## config.mk

```make
export PLATFORM = sky130hd
export DESIGN_NAME = demux1x2_stream
export DESIGN_NICKNAME = d
export VERILOG_FILES = /design/src/rtl/demux1x2_stream.sv
export SDC_FILE = /design/constraint.sdc
export NUM_CORES = 1
export LEC_CHECK = 0
export ABC_AREA = 1
export CAP_MARGIN = 20
export CORE_ASPECT_RATIO = 1.1
export CORE_MARGIN = 2
export CORE_UTILIZATION = 42
export DETAILED_ROUTE_END_ITERATION = 10
export HOLD_SLACK_MARGIN = 0.05
export PLACE_DENSITY_LB_ADDON = 0.12
export SLEW_MARGIN = 20
export SYNTH_ARGS = -nofsm -noshare
export SYNTH_HDL_FRONTEND = slang
export SYNTH_SLANG_ARGS = --single-unit
```

## constraint.sdc

```tcl
create_clock -name clk -period 1.4 [get_ports clk]
set_input_delay 0.28 -clock clk [delete_from_list [all_inputs] [get_ports clk]]
set_output_delay 0.28 -clock clk [all_outputs]
set_load 0.1 [all_outputs]
```

## src/rtl/demux1x2_stream.sv

```systemverilog
// demux1x2_stream: packet-aware 1-to-2 valid/ready stream demultiplexer.
// The destination is taken from sel on a packet's first beat and held until
// the beat carrying in_last is accepted. Each output owns a one-entry
// registered slice, so one output can drain while the other is loaded.
// Optional feature: define DEMUX1X2_CNT_EN to add per-output completed-packet
// counters (cnt0/cnt1, 16-bit, wrapping).
module demux1x2_stream #(
  parameter int WIDTH = 8
) (
  input  logic             clk,
  input  logic             rst_n,
  input  logic [WIDTH-1:0] in_data,
  input  logic             in_valid,
  input  logic             in_last,
  output logic             in_ready,
  input  logic             sel,
  output logic [WIDTH-1:0] out0_data,
  output logic             out0_valid,
  output logic             out0_last,
  input  logic             out0_ready,
  output logic [WIDTH-1:0] out1_data,
  output logic             out1_valid,
  output logic             out1_last,
  input  logic             out1_ready
`ifdef DEMUX1X2_CNT_EN
  ,
  output logic [15:0]      cnt0,
  output logic [15:0]      cnt1
`endif
);

  typedef enum logic [1:0] {
    ST_IDLE   = 2'b00,
    ST_ROUTE0 = 2'b01,
    ST_ROUTE1 = 2'b10
  } state_t;

  state_t state_r;

  logic dest_s;
  logic accept_s;
  logic load0_s;
  logic load1_s;
  logic drain0_s;
  logic drain1_s;

  // Destination: live sel between packets, locked route while a packet is open.
  always_comb begin
    dest_s = 1'b0;
    case (state_r)
      ST_IDLE:   dest_s = sel;
      ST_ROUTE0: dest_s = 1'b0;
      ST_ROUTE1: dest_s = 1'b1;
      default:   dest_s = 1'b0;
    endcase
  end

  // Input ready looks only at the destination slice; no cross-routing.
  always_comb begin
    in_ready = 1'b0;
    if (dest_s) begin
      in_ready = ~out1_valid | out1_ready;
    end else begin
      in_ready = ~out0_valid | out0_ready;
    end
  end

  // Per-slice load and drain strobes derived from the handshakes.
  always_comb begin
    accept_s = in_valid & in_ready;
    load0_s  = accept_s & ~dest_s;
    load1_s  = accept_s & dest_s;
    drain0_s = out0_valid & out0_ready;
    drain1_s = out1_valid & out1_ready;
  end

  // Route FSM: opens a route on a multi-beat first beat, closes it on last.
  always_ff @(posedge clk or negedge rst_n) begin
    if (!rst_n) begin
      state_r <= ST_IDLE;
    end else if (accept_s) begin
      case (state_r)
        ST_IDLE: begin
          if (in_last) begin
            state_r <= ST_IDLE;
          end else if (sel) begin
            state_r <= ST_ROUTE1;
          end else begin
            state_r <= ST_ROUTE0;
          end
        end
        ST_ROUTE0: begin
          if (in_last) begin
            state_r <= ST_IDLE;
          end else begin
            state_r <= ST_ROUTE0;
          end
        end
        ST_ROUTE1: begin
          if (in_last) begin
            state_r <= ST_IDLE;
          end else begin
            state_r <= ST_ROUTE1;
          end
        end
        default: state_r <= ST_IDLE;
      endcase
    end else begin
      state_r <= state_r;
    end
  end

  // Output slice 0: a load wins over a drain so back-to-back beats stream at full rate.
  always_ff @(posedge clk or negedge rst_n) begin
    if (!rst_n) begin
      out0_valid <= 1'b0;
      out0_data  <= {WIDTH{1'b0}};
      out0_last  <= 1'b0;
    end else if (load0_s) begin
      out0_valid <= 1'b1;
      out0_data  <= in_data;
      out0_last  <= in_last;
    end else if (drain0_s) begin
      out0_valid <= 1'b0;
    end else begin
      out0_valid <= out0_valid;
    end
  end

  // Output slice 1: same structure as slice 0; payload holds while empty.
  always_ff @(posedge clk or negedge rst_n) begin
    if (!rst_n) begin
      out1_valid <= 1'b0;
      out1_data  <= {WIDTH{1'b0}};
      out1_last  <= 1'b0;
    end else if (load1_s) begin
      out1_valid <= 1'b1;
      out1_data  <= in_data;
      out1_last  <= in_last;
    end else if (drain1_s) begin
      out1_valid <= 1'b0;
    end else begin
      out1_valid <= out1_valid;
    end
  end

`ifdef DEMUX1X2_CNT_EN
  // Completed-packet counters: bump when a last beat leaves an output; wraps naturally.
  always_ff @(posedge clk or negedge rst_n) begin
    if (!rst_n) begin
      cnt0 <= 16'd0;
      cnt1 <= 16'd0;
    end else begin
      if (drain0_s && out0_last) begin
        cnt0 <= cnt0 + 16'd1;
      end else begin
        cnt0 <= cnt0;
      end
      if (drain1_s && out1_last) begin
        cnt1 <= cnt1 + 16'd1;
      end else begin
        cnt1 <= cnt1;
      end
    end
  end
`endif

endmodule

```

==> flow_metrics.py, run 1 <==
metrics = {
    "global_routing": {
        "grt_overflow": 0,
        "grt_max_degree": 23,
        "grt_pass1_wl_um": 3974,
        "antenna_found_initial": 0,
        "grtUsageTotal": 0.1950,
        "grt_pass1_vias": 917,
    },
    "status": {
        "violations": "negative setup slack",
        "status": "finished, violations left",
    },
    "placement": {
        "place.gp.congestion": 0.7048,
        "port_buffers": 35,
        "placed_cells": 171,
        "dp_hpwl_um": 1632,
    },
    "sta": {
        "setup_ws_ns": -0.1421,
        "report.final.slew_viol_count": 0,
        "rsz0062_at_grt": "yes",
        "min_period_ns": 1.542,
        "finalClockSkew_ns": 0.0008253,
        "setup_viol_count_final": 1,
        "worst_slew_pin_slew_ns": 0.3219,
        "max-slew-margin-rel": 0.7847,
        "hold_ws_ns": 0.3147,
        "max_freq_ghz": 0.6485,
        "hold_violations": 0,
        "fin_crit_sh": 1.102,
    },
    "yosys": {
        "syn_inst": 103,
        "ys_types": 13,
        "syn_area_um2": 959.7,
        "ys_seq_elements": 22,
        "yosysWarnings": 0,
        "syn_nets": 118,
        "yosysSeqAreaShare": 0.5737,
        "syn_area_per_cell_um2": 9.317,
    },
    "floorplanning": {
        "die_w_um": 49.58,
        "core_area_um2": 2207,
        "io_pins": 36,
        "start_util": 0.4348,
        "die-area_um2": 2684,
        "rows": 18,
        "fp.dieH_um": 54.14,
    },
    "routing": {
        "detail-route-antenna-nets": 0,
        "drcViolationCount": 0,
        "wl_per_cell_um": 13.20,
        "drtIter0Drc": 19,
        "dr.pass1.iters": 4,
        "via_count": 889,
        "wirelength_um": 2455,
        "vias_per_cell": 4.780,
    },
    "setup_path": {
        "path_class": "input pin to output port",
        "required_ns": 1.12,
        "critical_path_peak_fanout": 2,
        "end_kind": "output port",
        "crit_path_cell_trace": "clkdlybuf4s50_1 -> inv_1 -> nand2_2 -> nand3_4 -> nand2_8 -> buf_12",
        "critPathMaxStageDelay_ns": 0.48,
        "critical_path_arrival_ns": 1.26,
        "cp_slowest_cell": "clkdlybuf4s50_1",
        "crit_family": "buffers and inverters",
        "crit_buf_inv": 3,
        "critPathLaunchType": "input pin",
    },
    "cells_and_area": {
        "layout.cells.non_filler": 186,
        "area_growth_pct": 83.57,
        "layout.nets": 172,
        "antenna_cells": 0,
        "drive_above_1_share": 0.4231,
    },
    "clock_network": {
        "cts_buffer_depth": 2,
        "clk_latency_ns": 0.29,
        "cts_buffers": 3,
        "cts.sinks": 22,
        "path_clk_slew_ns": 0.11,
        "holdBufCountCts": 0,
        "htree_levels": 1,
        "cts_tree": "built",
        "cts_root_buffer": "clkbuf_4",
    },
    "job": {
        "drv_cap": 0,
    },
    "min_path": {
        "hp-class": "input pin to async pin",
    },
}
kinds of logic after synthesis:
kind of cell           Yosys count  synth area share
AO/OA/AOI/OAI                   18            0.1291
AND/OR/NAND/NOR                 43            0.2086
flip-flops                      22            0.5737
buffers and inverters           20           0.08866
metal layers:
layer,up-vias,GRT usage,share of wire,wire (µm)
li1,429,-,-,-
met1,429,0.2334,0.42,1027
met2,29,0.3644,0.53,1292
met3,2,0.04167,0.049,121
met4,0,0.04167,0.0053,13
met5,-,0,0,0
stage by stage:
step,instance area [µm²],TNS (ns),util,setup WS [ns]
2_1_floorplan,993.5,0,-,0.009557
5_1_grt,1762,-0.1918,0.7982,-0.1751
3_3_place_gp,1615,-2.535,0.7319,-0.1556
6_report,1762,-0.1421,0.7982,-0.1421
4_1_cts,1725,-0.1330,0.7817,-0.1330
3_5_place_dp,1615,-3.173,0.7319,-0.1974
path summary, 6_finish.rpt:
kind                                          start                       end  slack (ns)  depth (start not counted)
setup / recovery                         out1_ready                  in_ready       -0.14                          6
hold / removal                                rst_n  out0_data[6]$_DFFE_PN0P_        0.31                          2
setup reg to reg             out0_valid$_DFFE_PN0P_  out0_data[4]$_DFFE_PN0P_        0.08                          8
hold reg to reg            out0_data[1]$_DFFE_PN0P_  out0_data[1]$_DFFE_PN0P_        0.56                          2
max in group asynchronous                     rst_n    out1_valid$_DFFE_PN0P_        0.85                          2
min in group clk                                sel    state_r[0]$_DFFE_PN0N_        0.52                          6
state kept, by name, indices dropped and copies added, names as in the netlist:
register,count
out1_data,8
state_r,2
out0_last,1
out0_data,8
out1_valid,1
out1_last,1
out0_valid,1
synthesized netlist by cell type:
cell type   n  share of area
nand3_4     1          0.018
buf_2       2          0.010
dfrtp_1    22           0.57
nor2_1      3          0.012
inv_1      15          0.059
nand2_4     2          0.023
buf_6       1          0.012
nand3_1     6          0.031
nand2_1    30           0.12
nand4_1     1         0.0065
o21ai_1     9          0.047
o21ai_2     9          0.082
inv_2       2         0.0078
area by class of cell:
class / count / area [µm²]
multi-input cells: 62 / 382.9
repair buffers: 51 / 683.2
flip-flops and latches: 22 / 558.0
fillers: 142 / 445.4
inverters: 17 / 63.81
well taps: 30 / 37.54
clock buffers: 4 / 36.28
placed cells by master, fill, tap and decap left out, types with 2 or more instances in the layout:
cell	n
nand2_1	27
buf_12	21
dfrtp_1	20
buf_4	15
clkdlybuf4s50_1	13
inv_1	12
o21ai_2	9
o21ai_1	9
inv_2	5
nand3_1	5
nand2_4	3
nand3_4	3
clkbuf_4	3
nor2_1	2
dfrtp_4	2
repair_timing:
action | in CTS | in global routing
setup buffers | 8 | 2
gates resized for setup | 6 | 2
gates cloned | 0 | 1
hold endpoints to repair | 0 | 0
setup endpoints to repair | 1 | 12
pin swaps | 5 | 4
Power of run 1 is not shown: default switching activity piles up to over one toggle a cycle in this logic, so the estimate is an artifact.
==> run 2, diff against run 1 <==
--- a/config.mk
+++ b/config.mk
@@ -9,7 +9,7 @@
 export CAP_MARGIN = 20
 export CORE_ASPECT_RATIO = 1.1
 export CORE_MARGIN = 2
-export CORE_UTILIZATION = 42
+export CORE_UTILIZATION = 30
 export DETAILED_ROUTE_END_ITERATION = 10
 export HOLD_SLACK_MARGIN = 0.05
 export PLACE_DENSITY_LB_ADDON = 0.12
==> run 2 against run 1 <==
Against the previous run: the run still ends with negative setup slack left; largest cell class unchanged; register-to-register slack better by 0.03 ns; wire length down 9.1%; hold slack got worse by 0.010 ns; clock-buffer cell count unchanged; critical path type unchanged; sequential share of layout area up 0.14 points; setup slack got worse by 0.021 ns; cell count increased by 1.1%; global-route usage fell by 5.8 points; fmax fell by 1.3%.
==> flow_metrics.py, run 2 (synthesis results as in run 1) <==
metrics = {
    "sta": {
        "max_freq_ghz": 0.6397,
        "fin_setup_tns_ns": -0.2457,
        "finalClockSkew_ns": 0.006601,
        "hold_ws_ns": 0.3047,
        "worst_slew_pin_slew_ns": 0.2813,
        "setup_ws_ns": -0.1632,
        "hold_violations": 0,
        "max-slew-margin-rel": 0.8125,
        "fin_crit_sh": 1.117,
        "report.final.slew_viol_count": 0,
        "setup_viol_count_final": 2,
        "min_period_ns": 1.563,
        "rsz0062_at_grt": "yes",
    },
    "clock_network": {
        "htree_levels": 1,
        "holdBufCountCts": 0,
        "cts_tree": "built",
        "clk_latency_ns": 0.30,
        "cts_root_buffer": "clkbuf_4",
        "cts_buffer_depth": 2,
        "cts_buffers": 3,
        "path_clk_slew_ns": 0.12,
        "cts.sinks": 22,
    },
    "routing": {
        "wirelength_um": 2232,
        "via_count": 858,
        "detail-route-antenna-nets": 0,
        "dr.pass1.iters": 4,
        "wl_per_cell_um": 11.87,
        "drtIter0Drc": 11,
        "drcViolationCount": 0,
        "vias_per_cell": 4.564,
    },
    "cells_and_area": {
        "area_growth_pct": 82.79,
        "drive_above_1_share": 0.4091,
        "final_common_cell": "nand2_1",
        "multi_input_comb_area_um2": 370.4,
        "top_regs": "out0_data x8, out1_data x8, state_r x2",
        "fin_area_um2": 1754,
        "num-fill-cells": 269,
        "layout_common_cells": "nand2_1, buf_12, dfrtp_1, clkdlybuf4s50_1",
        "layout.nets": 170,
        "regArea_um2": 558.0,
        "antenna_cells": 0,
    },
    "job": {
        "drv_cap": 0,
    },
    "floorplanning": {
        "start_util": 0.3149,
        "die-area_um2": 3668,
        "core_area_um2": 3048,
        "rows": 21,
        "die_w_um": 57.93,
        "fp.dieH_um": 63.32,
        "io_pins": 36,
    },
    "placement": {
        "port_buffers": 35,
        "place_area_um2": 1613,
        "dp_hpwl_um": 1524,
        "place.gp.congestion": 0.8024,
    },
    "status": {
        "violations": "negative setup slack",
        "status": "finished, violations left",
    },
    "setup_path": {
        "r2r_end": "out0_data[1]$_DFFE_PN0P_",
        "end_kind": "output port",
        "r2r_slack_ns": 0.11,
        "critPathLaunchType": "input pin",
        "critical_path_peak_fanout": 3,
        "critical_path_arrival_ns": 1.28,
        "reg2regPathDepth": 8,
        "required_ns": 1.12,
        "timing.rr.start": "out0_valid$_DFFE_PN0P_",
        "path_class": "input pin to output port",
    },
    "global_routing": {
        "grt_overflow": 0,
        "grt_max_degree": 23,
        "grtUsageTotal": 0.1367,
        "antenna_found_initial": 0,
        "grt_pass1_vias": 887,
        "grt_pass1_wl_um": 3857,
    },
    "min_path": {
        "hp-class": "input pin to async pin",
    },
}
run 2: layout make-up:
cell class / count / share of cell area
clock buffer: 4 / 0.01498
sequential: 22 / 0.3181
multi-input combinational: 61 / 0.2111
inverter: 17 / 0.03638
tap: 34 / 0.02425
timing repair buffer: 50 / 0.3952
run 2: critical path: stages:
cell and delay, ns:
clkdlybuf4s50_1 0.47, inv_2 0.05, nand2_4 0.08, nand2_4 0.08
nand2_4 0.10, nand2_8 0.05, buf_12 0.16
run 2: worst max path at each step:
stage,end,slack (ns),start
after floorplan,in_ready,0.01,out0_valid$_DFFE_PN0P_
after global placement,in_ready,-0.16,sel
after detailed placement,in_ready,-0.19,sel
after CTS,in_ready,-0.16,out0_valid$_DFFE_PN0P_
after global routing,in_ready,-0.23,out0_valid$_DFFE_PN0P_
final,in_ready,-0.16,sel
run 2: layer usage:
metal,share of wire,global-route usage,up-vias,wire (µm)
li1,-,-,423,-
met5,0,0,-,0
met4,0.030,0.06105,0,66
met1,0.41,0.1649,399,912
met2,0.48,0.2173,27,1069
met3,0.082,0.04723,9,184
run 2: what timing repair did:
action / in CTS / in global routing
pin swaps: 4 / 0
hold endpoints to repair: 0 / 0
cloned: 0 / 0
buffers inserted: 6 / 4
gates resized for setup: 7 / 1
setup endpoints to repair: 1 / 12
run 2: through the flow:
step / setup WS, ns / std cells / util
after floorplan: 0.009557 / 103 / -
after global placement: -0.1632 / 174 / 0.5291
after detailed placement: -0.1921 / 174 / 0.5291
after CTS: -0.1595 / 184 / 0.5603
after global routing: -0.2262 / 188 / 0.5755
final: -0.1632 / 188 / 0.5755
Power of run 2 is left out for the same reason.
==> run 3, diff against run 2 <==
--- a/config.mk
+++ b/config.mk
@@ -10,6 +10,7 @@
 export CORE_ASPECT_RATIO = 1.1
 export CORE_MARGIN = 2
 export CORE_UTILIZATION = 30
+export CTS_CLUSTER_DIAMETER = 60
 export DETAILED_ROUTE_END_ITERATION = 10
 export HOLD_SLACK_MARGIN = 0.05
 export PLACE_DENSITY_LB_ADDON = 0.12
==> results of run 3 <==
Same layout as run 2: the final DEF is identical, and so are final timing and power.
Power of run 3 is left out for the same reason.
